`src/rtl/lock_pkg.sv`:
```
// Shared types and constants for the combination-lock sequencing controller.
package lock_pkg;

  // Digit and failure-counter widths used across the lock datapath.
  localparam int DIGIT_W = 4;
  localparam int FAIL_W  = 4;

  // Saturation ceiling of the failed-attempt counter.
  localparam logic [FAIL_W-1:0] FAIL_MAX = '1;

  // Controller states; the encoding is fixed so the status decoder can rely on it.
  typedef enum logic [2:0] {
    IDLE    = 3'd0,
    CHECK   = 3'd1,
    OPEN    = 3'd2,
    PROGRAM = 3'd3,
    LOCKOUT = 3'd4
  } state_e;

  // Largest of three cycle counts; sizes the shared timer.
  function automatic int max3(input int a, input int b, input int c);
    int m;
    m = (a > b) ? a : b;
    return (m > c) ? m : c;
  endfunction

endpackage

```
`src/rtl/cycle_timer.sv`:
```
// Loadable down-counter shared by the open window, the alarm lockout and the
// optional idle timeout. Loading N-1 keeps o_expired low for N-1 cycles and
// then holds it high until the next load.
module cycle_timer #(
  parameter int W = 8
) (
  input  logic         i_clk,
  input  logic         i_rst_n,
  input  logic         i_load,
  input  logic [W-1:0] i_value,
  output logic         o_expired
);

  logic [W-1:0] r_count;

  // Load takes priority; otherwise count down and park at zero.
  always_ff @(posedge i_clk) begin
    // NOTE: sequential state is written with <= only, so every register in the
    // design samples the same pre-edge values regardless of statement order.
    if (!i_rst_n) begin
      r_count <= '0;
    end else if (i_load) begin
      r_count <= i_value;
    end else if (r_count != '0) begin
      r_count <= r_count - 1'b1;
    end
  end

  assign o_expired = (r_count == '0);

endmodule

```
`src/rtl/code_entry_ctrl.sv`:
```
// Sequencing controller for the combination lock: collects DIGITS digits, checks
// them against the stored code, and runs the open window, failure counting,
// alarm lockout and code reprogramming. All outputs are registered.
// Optional build macro: AUTO_TIMEOUT_EN (abandon partial entry/programming after
// IDLE_TIMEOUT cycles without an enter).
module code_entry_ctrl
  import lock_pkg::*;
#(
  parameter int DIGITS         = 4,
  parameter int MAX_TRIES      = 3,
  parameter int OPEN_CYCLES    = 1000,
  parameter int LOCKOUT_CYCLES = 5000,
  parameter int IDLE_TIMEOUT   = 2000
) (
  input  logic                       Clock,
  input  logic                       Resetn,
  input  logic                       enter,
  input  logic                       change,
  input  logic [DIGIT_W-1:0]         x,
  output logic                       open,
  output logic                       alarm,
  output logic                       neww,
  output logic [$clog2(DIGITS)-1:0]  digit_idx,
  output logic [FAIL_W-1:0]          fail_cnt
);

  localparam int IDX_W = $clog2(DIGITS);
  localparam int TMR_W = $clog2(max3(OPEN_CYCLES, LOCKOUT_CYCLES, IDLE_TIMEOUT) + 1);

  localparam logic [IDX_W-1:0]  IDX_LAST     = IDX_W'(DIGITS - 1);
  localparam logic [FAIL_W-1:0] TRIES_LIMIT  = FAIL_W'(MAX_TRIES);
  localparam logic [TMR_W-1:0]  OPEN_LOAD    = TMR_W'(OPEN_CYCLES - 1);
  localparam logic [TMR_W-1:0]  LOCKOUT_LOAD = TMR_W'(LOCKOUT_CYCLES - 1);
`ifdef AUTO_TIMEOUT_EN
  localparam logic [TMR_W-1:0]  IDLE_LOAD    = TMR_W'(IDLE_TIMEOUT - 1);
`endif

  // Registered state and outputs.
  state_e                          r_state;
  logic [IDX_W-1:0]                r_idx;
  logic                            r_mismatch;
  logic [FAIL_W-1:0]               r_fail;
  logic                            r_open;
  logic                            r_alarm;
  logic                            r_neww;
  logic [DIGITS-1:0][DIGIT_W-1:0]  r_code;
  logic [DIGITS-1:0][DIGIT_W-1:0]  r_shadow;

  // Next-state values.
  state_e                          w_state_nxt;
  logic [IDX_W-1:0]                w_idx_nxt;
  logic                            w_mismatch_nxt;
  logic [FAIL_W-1:0]               w_fail_nxt;
  logic                            w_open_nxt;
  logic                            w_alarm_nxt;
  logic                            w_neww_nxt;
  logic [DIGITS-1:0][DIGIT_W-1:0]  w_code_nxt;
  logic [DIGITS-1:0][DIGIT_W-1:0]  w_shadow_nxt;

  // Shared timer controls.
  logic                            w_tmr_load;
  logic [TMR_W-1:0]                w_tmr_value;
  logic                            w_tmr_expired;
  logic [FAIL_W-1:0]               w_fail_inc;

  cycle_timer #(
    .W (TMR_W)
  ) u_timer (
    .i_clk     (Clock),
    .i_rst_n   (Resetn),
    .i_load    (w_tmr_load),
    .i_value   (w_tmr_value),
    .o_expired (w_tmr_expired)
  );

  assign w_fail_inc = (r_fail == FAIL_MAX) ? r_fail : r_fail + 1'b1;

  // State and datapath register update; reset abandons any operation in flight.
  always_ff @(posedge Clock) begin
    if (!Resetn) begin
      r_state    <= IDLE;
      r_idx      <= '0;
      r_mismatch <= 1'b0;
      r_fail     <= '0;
      r_open     <= 1'b0;
      r_alarm    <= 1'b0;
      r_neww     <= 1'b0;
      // NOTE: the code store is deliberately reset because a cleared lock must
      // open with all-zero digits; most memories would be left unreset.
      r_code     <= '0;
      r_shadow   <= '0;
    end else begin
      r_state    <= w_state_nxt;
      r_idx      <= w_idx_nxt;
      r_mismatch <= w_mismatch_nxt;
      r_fail     <= w_fail_nxt;
      r_open     <= w_open_nxt;
      r_alarm    <= w_alarm_nxt;
      r_neww     <= w_neww_nxt;
      r_code     <= w_code_nxt;
      r_shadow   <= w_shadow_nxt;
    end
  end

  // Next-state, next-output and timer-load decisions for every state.
  always_comb begin
    // NOTE: every signal gets a hold/default value before the case so that no
    // path leaves one unassigned, which would otherwise infer a latch.
    w_state_nxt    = r_state;
    w_idx_nxt      = r_idx;
    w_mismatch_nxt = r_mismatch;
    w_fail_nxt     = r_fail;
    w_open_nxt     = r_open;
    w_alarm_nxt    = r_alarm;
    w_neww_nxt     = r_neww;
    w_code_nxt     = r_code;
    w_shadow_nxt   = r_shadow;
    w_tmr_load     = 1'b0;
    w_tmr_value    = OPEN_LOAD;

    case (r_state)
      IDLE: begin
        if (enter) begin
          w_mismatch_nxt = r_mismatch | (x != r_code[r_idx]);
          if (r_idx == IDX_LAST) begin
            w_idx_nxt   = '0;
            w_state_nxt = CHECK;
          end else begin
            w_idx_nxt = r_idx + 1'b1;
          end
        end
`ifdef AUTO_TIMEOUT_EN
        if (enter) begin
          w_tmr_load  = 1'b1;
          w_tmr_value = IDLE_LOAD;
        end else if (r_idx != '0 && w_tmr_expired) begin
          w_idx_nxt      = '0;
          w_mismatch_nxt = 1'b0;
        end
`endif
      end

      CHECK: begin
        w_mismatch_nxt = 1'b0;
        if (!r_mismatch) begin
          w_state_nxt = OPEN;
          w_open_nxt  = 1'b1;
          w_fail_nxt  = '0;
          w_tmr_load  = 1'b1;
          w_tmr_value = OPEN_LOAD;
        end else begin
          w_fail_nxt = w_fail_inc;
          if (w_fail_inc == TRIES_LIMIT) begin
            w_state_nxt = LOCKOUT;
            w_alarm_nxt = 1'b1;
            w_tmr_load  = 1'b1;
            w_tmr_value = LOCKOUT_LOAD;
          end else begin
            w_state_nxt = IDLE;
          end
        end
      end

      OPEN: begin
        if (change) begin
          w_state_nxt = PROGRAM;
          w_open_nxt  = 1'b0;
          w_neww_nxt  = 1'b1;
          w_idx_nxt   = '0;
`ifdef AUTO_TIMEOUT_EN
          w_tmr_load  = 1'b1;
          w_tmr_value = IDLE_LOAD;
`endif
        end else if (enter || w_tmr_expired) begin
          w_state_nxt = IDLE;
          w_open_nxt  = 1'b0;
        end
      end

      PROGRAM: begin
        if (enter) begin
          w_shadow_nxt[r_idx] = x;
          if (r_idx == IDX_LAST) begin
            // Commit the whole code at once, including the digit arriving now.
            w_code_nxt        = r_shadow;
            w_code_nxt[r_idx] = x;
            w_idx_nxt         = '0;
            w_neww_nxt        = 1'b0;
            w_fail_nxt        = '0;
            w_state_nxt       = IDLE;
          end else begin
            w_idx_nxt = r_idx + 1'b1;
          end
`ifdef AUTO_TIMEOUT_EN
          w_tmr_load  = 1'b1;
          w_tmr_value = IDLE_LOAD;
        end else if (w_tmr_expired) begin
          w_idx_nxt   = '0;
          w_neww_nxt  = 1'b0;
          w_state_nxt = IDLE;
`endif
        end
      end

      LOCKOUT: begin
        w_idx_nxt = '0;
        if (w_tmr_expired) begin
          w_state_nxt = IDLE;
          w_alarm_nxt = 1'b0;
          w_fail_nxt  = '0;
        end
      end

      default: begin
        w_state_nxt    = IDLE;
        w_idx_nxt      = '0;
        w_mismatch_nxt = 1'b0;
        w_open_nxt     = 1'b0;
        w_alarm_nxt    = 1'b0;
        w_neww_nxt     = 1'b0;
      end
    endcase
  end

  assign open      = r_open;
  assign alarm     = r_alarm;
  assign neww      = r_neww;
  assign digit_idx = r_idx;
  assign fail_cnt  = r_fail;

endmodule
```
`config.mk`:
```
export PLATFORM = sky130hd
export DESIGN_NAME = code_entry_ctrl
export DESIGN_NICKNAME = d
export VERILOG_FILES = /design/src/rtl/lock_pkg.sv /design/src/rtl/cycle_timer.sv /design/src/rtl/code_entry_ctrl.sv
export SDC_FILE = /design/constraint.sdc
export NUM_CORES = 1
export LEC_CHECK = 0
export ABC_AREA = 1
export BUFFER_PORTS_ARGS = -buffer_cell sky130_fd_sc_hd__buf_4
export CORE_MARGIN = 2
export CORE_UTILIZATION = 37
export CTS_BUF_LIST = sky130_fd_sc_hd__clkbuf_8 sky130_fd_sc_hd__clkbuf_16
export CTS_CLUSTER_SIZE = 10
export DETAILED_ROUTE_END_ITERATION = 12
export SYNTH_ARGS = -nofsm -noshare
export SYNTH_HDL_FRONTEND = slang
export SYNTH_SLANG_ARGS = --single-unit
```
`constraint.sdc`:
```
create_clock -name Clock -period 1.7 [get_ports Clock]
set_input_delay 0.255 -clock Clock [delete_from_list [all_inputs] [get_ports Clock]]
set_output_delay 0.255 -clock Clock [all_outputs]
set_load 0.1 [all_outputs]
```
=== Word-level counts from Yosys, hierarchy flattened ===
Index checks and enable logic that the tools add are counted.

* Register bits: 58
* Latch bits: 0
* RAM bits: 0
* Memory bits (read-only): 0
* Input port bits: 8
* Output and inout bits: 9
* Word-level logic and storage cells: 114
* Memories kept: 0

* Add/sub/neg operators: 3
* Multiply operators: 0
* Div/mod/pow operators: 0
* Order comparisons: 2
* Equal/unequal tests: 19
* Shift-type cells: 0
* Multiplexer cells: 47
* Bitwise logic cells: 6
* Reduce and logical (&&, ||, !) cells: 21

{| class="wikitable"
|+ Operators by type and width
! kind !! number
|-
| 2-to-1 mux 13 bit || 5
|-
| 2-to-1 mux 4 bit || 7
|-
| 2-to-1 mux 3 bit || 9
|-
| != test 2 bit, second input constant || 9
|-
| bitwise mux 16 bit || 1
|-
| case mux 3 bit (5 select lines) || 1
|-
| zero test 13 bit || 1
|-
| 2-to-1 mux 1 bit || 13
|-
| nonzero test 13 bit || 1
|-
| subtractor 13 x 1 -> 13 bit, second input constant || 1
|-
| case mux 4 bit (3 select lines) || 1
|-
| AND reduction 4 bit || 3
|-
| OR reduction 3 bit || 4
|-
| case mux 1 bit (3 select lines) || 3
|-
| AND reduction 3 bit || 3
|-
| binary-select mux 4 bit (select 2 bit) || 1
|-
| demux 4 bit (select 2 bit) || 1
|-
| == test 3 x 2 -> 1 bit, second input constant || 2
|-
| 2-to-1 mux 2 bit || 3
|-
| case mux 2 bit (3 select lines) || 1
|-
| AND reduction 6 bit || 1
|-
| inverter 1 bit || 5
|-
| adder 4 x 1 -> 4 bit, second input constant || 1
|-
| == test 4 x 2 -> 1 bit, second input constant || 1
|-
| 19 further kinds || 20
|}

=== Depth between registers and ports, before layout ===
Gate-level depths: netlist of run 1.

* Depth after elaboration: 7
* Depth in mapped cells: 11
* Depth with buffers taken out: 10

=== By module ===
From an unflattened synthesis of run 1, not the netlist that was laid out.

* Cells, all modules: 455
* Area, all modules: 3,069.2 um2

{| class="wikitable"
|+ Modules (own cells, without submodules)
! module !! instances !! cells each !! area each (um2) !! sequential area each (um2)
|-
| code_entry_ctrl || 1 || 317 || 2,138.3 || 820.8
|-
| cycle_timer || 1 || 138 || 930.9 || 260.2
|}

=== Least setup slack after synthesis of run 1 ===
OpenSTA, ideal clock, no wires.

* Path type: reg2reg
* Start point: reg r_fail[1] (netlist: fail_cnt[1])
* End point: reg u_timer.r_count[3]
* Setup time: 0.080 ns
* Data arrival time: 2.135 ns
* Required time: 1.620 ns
* Path slack: -0.515 ns
* Stages on the path, launching flop included: 10
* Path buffers: 0
* Clock period less this slack: 2.215 ns
* Cells stage by stage: dfxtp_1 ha_1 nand3_2 nand2_1 o21ai_2 nand3_2 nand2_2 inv_2 nand2_2 nor3b_1

* Cells in the longest elaborated chain, start to end: 7
* Elaborated cells between the ends (all ways): 9
* Classes of those cells: add/sub (1); eq/ne (2); mux (5); reduce/logical (1)

{| class="wikitable"
|+ Ends and longest elaborated chain
! what !! line !! source
|-
| start: declaration || code_entry_ctrl.sv:42 || <nowiki>logic [FAIL_W-1:0] r_fail;</nowiki>
|-
| start signal: assignment || code_entry_ctrl.sv:96 || <nowiki>r_fail <= w_fail_nxt;</nowiki>
|-
| adder 4 x 1 -> 4 bit / == test 4 bit (equally long branches) || code_entry_ctrl.sv:76 || <nowiki>assign w_fail_inc = (r_fail == FAIL_MAX) ? r_fail : r_fail + 1'b1;</nowiki>
|-
| 2-to-1 mux 4 bit (*) || code_entry_ctrl.sv:76 ||
|-
| == test 4 x 2 -> 1 bit (*) || code_entry_ctrl.sv:153 || <nowiki>if (w_fail_inc == TRIES_LIMIT) begin</nowiki>
|-
| 2-to-1 mux 1 bit (*) || code_entry_ctrl.sv:153 ||
|-
| 2-to-1 mux 1 bit (*) || code_entry_ctrl.sv:145 || <nowiki>if (!r_mismatch) begin</nowiki>
|-
| 2-to-1 mux 1 bit (*) || code_entry_ctrl.sv:121 || <nowiki>case (r_state)</nowiki>
|-
| 2-to-1 mux 13 bit / nonzero test 2 bit (equally long branches) || -- ||
|-
| end signal: assignment || cycle_timer.sv:23 || <nowiki>r_count <= i_value;</nowiki>
|-
| end signal: assignment || cycle_timer.sv:25 || <nowiki>r_count <= r_count - 1'b1;</nowiki>
|-
| end: declaration || cycle_timer.sv:14 || <nowiki>logic [W-1:0] r_count;</nowiki>
|}

Every way passes the cells marked *; elsewhere a longest branch is shown, timed or not.
A chain may end at the register's enable or synchronous reset.

=== Worst setup path in the final report of run 1 ===
* Start point: reg r_fail[0] (netlist: fail_cnt[0])
* End point: reg u_timer.r_count[3]

Same word-level chain as after synthesis.

==> results of run 1 <==
-- sequential cells by signal (all words and copies together), names as in the netlist --
register,flops
alarm,1
fail_cnt,4
u_timer.r_count,13
r_state,3
digit_idx,2
r_shadow,12
open,1
r_code,16
r_mismatch,1
neww,1
-- worst paths after layout --
kind                   endpoint          from  slack, ns  cells past startpoint
max          u_timer.r_count[3]   fail_cnt[0]       0.16                      8
min                  r_code[12]          x[0]       0.25                      3
max reg2reg  u_timer.r_count[3]   fail_cnt[0]       0.16                      8
min reg2reg        r_shadow[11]  r_shadow[11]       0.45                      2
-- worst max-delay path: stages (launching register included) --
cell,delay (ns)
sky130_fd_sc_hd__dfxtp_4,0.36
sky130_fd_sc_hd__ha_1,0.23
sky130_fd_sc_hd__xor2_1,0.16
sky130_fd_sc_hd__nor2_1,0.20
sky130_fd_sc_hd__nand3_2,0.14
sky130_fd_sc_hd__nand2_2,0.13
sky130_fd_sc_hd__inv_4,0.07
sky130_fd_sc_hd__nand2_2,0.09
sky130_fd_sc_hd__nor3b_2,0.05
-- synth_stat cells --
| library cell | instances | share of area (%) |
|---|---|---|
| sky130_fd_sc_hd__nand3b_1 | 4 | 1.1 |
| sky130_fd_sc_hd__nor2_2 | 3 | 0.66 |
| sky130_fd_sc_hd__nor3b_1 | 2 | 0.53 |
| sky130_fd_sc_hd__a31oi_1 | 1 | 0.22 |
| sky130_fd_sc_hd__nor2_4 | 1 | 0.40 |
| sky130_fd_sc_hd__o21ai_1 | 5 | 0.88 |
| sky130_fd_sc_hd__nand3_2 | 3 | 1.1 |
| sky130_fd_sc_hd__mux2_2 | 10 | 4.0 |
| sky130_fd_sc_hd__nand2_2 | 4 | 0.88 |
| sky130_fd_sc_hd__inv_2 | 3 | 0.40 |
| sky130_fd_sc_hd__clkinv_1 | 1 | 0.13 |
| sky130_fd_sc_hd__ha_1 | 7 | 3.1 |
| sky130_fd_sc_hd__xor2_1 | 10 | 3.1 |
| sky130_fd_sc_hd__clkbuf_1 | 3 | 0.40 |
| sky130_fd_sc_hd__nor3_4 | 1 | 0.57 |
| sky130_fd_sc_hd__nand2_1 | 121 | 16 |
| sky130_fd_sc_hd__nor3_1 | 5 | 0.88 |
| sky130_fd_sc_hd__dfxtp_1 | 54 | 38 |
| sky130_fd_sc_hd__nor2_1 | 50 | 6.6 |
| sky130_fd_sc_hd__nand4_1 | 3 | 0.66 |
| sky130_fd_sc_hd__buf_2 | 6 | 1.1 |
| sky130_fd_sc_hd__nand3_1 | 21 | 3.7 |
| sky130_fd_sc_hd__a21oi_1 | 40 | 7.0 |
| sky130_fd_sc_hd__inv_1 | 31 | 4.1 |
| sky130_fd_sc_hd__nand2_4 | 1 | 0.40 |
| sky130_fd_sc_hd__buf_1 | 1 | 0.13 |
| sky130_fd_sc_hd__o21ai_2 | 1 | 0.31 |
| sky130_fd_sc_hd__o21ai_0 | 18 | 3.2 |
| sky130_fd_sc_hd__nor3b_2 | 1 | 0.44 |
| sky130_fd_sc_hd__a21o_1 | 1 | 0.26 |
-- cell families after synthesis --
family	share of synthesized area, %
AO/OA/AOI/OAI	11.9
XOR/XNOR	3.08
flip-flops	38.0
buffers and inverters	6.20
AND/OR/NAND/NOR	33.8
adder cells (fa/ha/maj)	3.08
multiplexers	3.96
-- through the flow --
stage          setup slack, ns  total power [mW]
6_report                 0.156              5.13
5_1_grt                0.00657              5.59
4_1_cts                 0.0825              5.16
3_5_place_dp             0.112              4.41
3_3_place_gp             0.185              4.38
2_1_floorplan           0.0432              3.84
-- repair_timing --
item,in CTS,in global routing
setup buffers,0,0
gates resized for setup,0,7
setup endpoints to repair,0,9
-- per-layer routing --
| layer | vias to the layer above | track usage (%) | routed length [um] |
|---|---|---|---|
| met2 | 34 | 27.6 | 2990 |
| met5 | - | 0 | 0 |
| li1 | 1374 | - | - |
| met3 | 7 | 2.71 | 177 |
| met4 | 0 | 5.30 | 78 |
| met1 | 1166 | 20.9 | 3080 |
-- layout make-up --
type                    instances  area, um2  share of cell area, %
well taps                      99        124                   3.83
multi-input cells             313       1600                   49.4
inverters                      35        134                   4.14
repair buffers                 25        188                   5.81
flip-flops and latches         54       1100                   34.0
clock inverters                 2       7.51                  0.232
clock buffers                   6       82.6                   2.56
-- where the power goes --
group	switching [mW]	internal [mW]
combinational	1.78	0.892
clock	0.399	0.321
sequential	0.231	1.51
==> impl_metrics.tcl, run 1 <==
set metrics [dict create \
    status "complete, no violations" \
    layout.cells.most_common_list "sky130_fd_sc_hd__nand2_1, sky130_fd_sc_hd__nor2_1, sky130_fd_sc_hd__dfxtp_1" \
    drv_cap 0 \
    globalRoute.totalOverflow 0 \
    tritoncts.num_buffers 5 \
    grt_first_pass_wirelength_um 11200 \
    design.die.area_um2 8400 \
    holdBufCountCts 0 \
    grt_usage_pct 16.2 \
    drt_wl_total_um 6330 \
    synth_sequential_area_ratio_pct 38.0 \
    start_util_pct 38.8 \
    layout_filler_cell_count 787 \
    timing.setup.critical_path_class "reg2reg" \
    detail_route.wl_per_cell_um 11.9 \
    synth-seq-cells 54 \
    syn_inst 412 \
    rows 31 \
    final_core_utilization_pct 44.1 \
    io_pins 17 \
    fin_area_um2 3230 \
    crit_fanout 7 \
    num_antenna_cells 0 \
    fin_worst_hold_slack_ns 0.248 \
    drt-pass1-iter-count 4 \
    clock_tree_root_driver_cell "sky130_fd_sc_hd__clkbuf_8" \
    setup_total_negative_slack_ns 0 \
    final.min_clock_period_ns 1.54 \
    hold_violations 0 \
    crit_arrival_ns 1.74 \
    slew_headroom_pct 80.8 \
    grt_antenna_before_repair 0 \
    crit_path_start_kind "register" \
    fin_worst_skew_ns 0.00889 \
    vdd.ir_drop.worst_uv 608 \
    finalCritPeriodShare_pct 90.8 \
    port-buffer-count 16 \
    yosysWarningCount 0 \
    crit_required_ns 1.90 \
    drcViolationCount 0 \
    hpwlAfterDp_um 4580 \
    routed_via_density 4.83 \
    route.antenna.remaining_nets 0 \
    syn_nets 427 \
    vias_after_detailed_routing 2581 \
    worstSetupEndpointType "register" \
    first_global_vias 2474 \
    layout.cells.non_filler 534 \
    grt_start_max_net_pins 21 \
    synthDistinctLibCells 30 \
    placement.cell_area_um2 3130 \
    post_synth_instance_area_um2 2840 \
    highest_clock_frequency_the_design_can_meet_ghz 0.648 \
    p_leak_nw 1.39 \
    fin_nets 449 \
    place_congestion 0.896 \
    report.final.slew_viol_count 0 \
    cts_max_path_buffers 2 \
    clock_pin_slew_of_the_registers_on_the_worst_case_setup_and_hold_paths_ns 0.10 \
    layout_commonest_cell "sky130_fd_sc_hd__nand2_1" \
    power.density_nw_per_um2 1590 \
    htreeDepth 2 \
    cts_num_sinks 54 \
    fp.dieH_um 91.7 \
    synth.avg_cell_area_um2 6.90 \
    hold_path_class "in2reg" \
    detail_route.iter0.violations 85 \
    coreArea_um2 7330 \
    setup_viol 0 \
    area_growth_pct 13.6 \
    tritoncts "built" \
    rsz0062_at_grt "no" \
    numPlacedInstances 526 \
    die_width_um 91.7 \
    drive_above_1_share_pct 16.1 \
    worstSkewPairLatency_ns 0.30 \
    max_slew.worst_pin.slew_ns 0.287 \
]
Note: power is estimated with default switching activity, not from simulation.
==> run 2, diff against run 1 <==
--- a/config.mk
+++ b/config.mk
@@ -7,11 +7,11 @@
 export LEC_CHECK = 0
 export ABC_AREA = 1
 export BUFFER_PORTS_ARGS = -buffer_cell sky130_fd_sc_hd__buf_4
-export CORE_MARGIN = 2
-export CORE_UTILIZATION = 37
+export CORE_UTILIZATION = 40
 export CTS_BUF_LIST = sky130_fd_sc_hd__clkbuf_8 sky130_fd_sc_hd__clkbuf_16
 export CTS_CLUSTER_SIZE = 10
 export DETAILED_ROUTE_END_ITERATION = 12
+export MAX_ROUTING_LAYER = met4
 export SYNTH_ARGS = -nofsm -noshare
 export SYNTH_HDL_FRONTEND = slang
 export SYNTH_SLANG_ARGS = --single-unit
==> impl_metrics.tcl, run 2 (synthesis results as in run 1) <==
set metrics [dict create \
    status "complete, no violations" \
    min_from "x[0]" \
    layout_setup_ws_ns 0.109 \
    whs_endpoint "r_code[12]" \
    fin_worst_skew_ns 0.00610 \
    drcViolationCount 0 \
    cts_max_path_buffers 2 \
    rr_startpoint "u_timer.r_count[0]" \
    detail_route.iter0.violations 98 \
    detail_route.wl_per_cell_um 12.0 \
    p_leak_nw 1.39 \
    layout.cells.most_common_list "sky130_fd_sc_hd__nand2_1, sky130_fd_sc_hd__nor2_1, sky130_fd_sc_hd__dfxtp_1" \
    cts_num_sinks 54 \
    fin_nets 448 \
    setup_viol 0 \
    vdd.ir_drop.worst_uv 584 \
    regMostFlops "r_code" \
    final_core_utilization_pct 47.5 \
    layout.cells.non_filler 530 \
    die_width_um 86.3 \
    rsz0062_at_grt "yes" \
    grt_start_max_net_pins 21 \
    worstSkewPairLatency_ns 0.30 \
    htreeDepth 2 \
    worstSetupEndpointType "register" \
    crit_path_start_kind "register" \
    rr_endpoint "fail_cnt[1]" \
    max_slew.worst_pin.slew_ns 0.560 \
    vias_after_detailed_routing 2645 \
    numPlacedInstances 521 \
    grt_antenna_before_repair 0 \
    worstHoldPathCells 3 \
    ff2ff_path_depth 9 \
    worst-r2r-setup-slack_ns 0.11 \
    start_util_pct 41.6 \
    report.final.slew_viol_count 0 \
    route.antenna.remaining_nets 0 \
    io_pins 17 \
    layout_commonest_cell "sky130_fd_sc_hd__nand2_1" \
    num_antenna_cells 0 \
    clock_tree_root_driver_cell "sky130_fd_sc_hd__clkbuf_8" \
    hpwlAfterDp_um 4550 \
    grt_first_pass_wirelength_um 10900 \
    port-buffer-count 16 \
    coreArea_um2 6830 \
    crit_fanout 7 \
    fin_area_um2 3250 \
    rows 30 \
    drv_cap 0 \
    drt-pass1-iter-count 5 \
    finalCritPeriodShare_pct 93.6 \
    crit_required_ns 1.88 \
    power.density_nw_per_um2 1630 \
    design.die.area_um2 7450 \
    slew_headroom_pct 62.4 \
    holdBufCountCts 0 \
    detailedPlace.worstSlack_ns 0.105 \
    crit_arrival_ns 1.77 \
    drive_above_1_share_pct 16.1 \
    clock_pin_slew_of_the_registers_on_the_worst_case_setup_and_hold_paths_ns 0.10 \
    globalRoute.totalOverflow 0 \
    layout_top_registers "r_code: 16 flops, u_timer.r_count: 13 flops, r_shadow: 12 flops" \
    grt_usage_pct 18.9 \
    placement.cell_area_um2 3120 \
    routed_via_density 4.99 \
    tritoncts.num_buffers 5 \
    fp.dieH_um 86.3 \
    number_of_flip_flops_under_the_largest_register_name 16 \
    hold_violations 0 \
    drt_wl_total_um 6380 \
    highest_clock_frequency_the_design_can_meet_ghz 0.629 \
    final.min_clock_period_ns 1.59 \
    place_congestion 0.869 \
    area_growth_pct 14.2 \
    tritoncts "built" \
    timing.setup.critical_path_class "reg2reg" \
    hold_path_class "in2reg" \
    first_global_vias 2453 \
]
==> run 2: changes by cell type in the layout (fill, tap and decap cells not counted), sizes merged <==
cell,change
buf,-1
bufinv,+1
clkbuf,-1
clkinvlp,+1
inv,-1
==> run 2: cell type report <==
| type | count | area [um2] |
|---|---|---|
| Clock buffer | 5 | 68.8 |
| Clock inverter | 3 | 41.3 |
| Fill cell | 698 | 3580 |
| Inverter | 35 | 131 |
| Multi-Input combinational cell | 313 | 1590 |
| Sequential cell | 54 | 1100 |
| Tap cell | 96 | 120 |
| Timing Repair Buffer | 24 | 193 |
==> run 2: how the worst max path moves through the flow <==
stage,cells past startpoint,to,start,slack [ns]
after global placement,9,fail_cnt[0],u_timer.r_count[0],0.12
after floorplan,9,u_timer.r_count[3],fail_cnt[1],0.04
after CTS,9,fail_cnt[1],u_timer.r_count[0],0.09
after detailed placement,9,fail_cnt[1],u_timer.r_count[0],0.11
final,9,fail_cnt[1],u_timer.r_count[0],0.11
after global routing,9,u_timer.r_count[4],u_timer.r_count[0],-0.03
==> run 2: repair_timing <==
| action | CTS | global route |
|---|---|---|
| buffers inserted | 0 | 1 |
| endpoints found under the setup margin | 0 | 14 |
| gates resized for setup | 0 | 5 |
==> run 2: report_power, final <==
group          internal, mW  leakage, nW  switching (mW)
Combinational         0.887        0.887            1.79
Clock                 0.434       0.0556           0.421
Sequential             1.51        0.443           0.240
==> run 2: metal layers <==
layer | track usage (%) | routed length [um] | vias to the layer above
met5 | - | 0 | -
met4 | 6.21 | 102 | 0
met3 | 3.43 | 176 | 12
met2 | 31.6 | 3010 | 47
met1 | 22.9 | 3090 | 1217
li1 | - | - | 1369
==> run 2: worst max-delay path, stage by stage, from the launching register on <==
cell and delay, ns:
sky130_fd_sc_hd__dfxtp_1 0.35, sky130_fd_sc_hd__inv_2 0.08, sky130_fd_sc_hd__ha_1 0.19, sky130_fd_sc_hd__nand2_1 0.07, sky130_fd_sc_hd__nor2_1 0.11, sky130_fd_sc_hd__nand2_1 0.13
sky130_fd_sc_hd__nand2_2 0.18, sky130_fd_sc_hd__nand2_2 0.12, sky130_fd_sc_hd__o21ai_0 0.19, sky130_fd_sc_hd__nor2_1 0.05
==> run 2: through the flow <==
step	power, mW	TNS [ns]	hold WS, ns
after floorplan	3.84	0	0.391
after global placement	4.38	0	0.434
after detailed placement	4.38	0	0.445
after CTS	5.26	0	0.224
after global routing	5.71	-0.0830	0.232
final	5.28	0	0.238
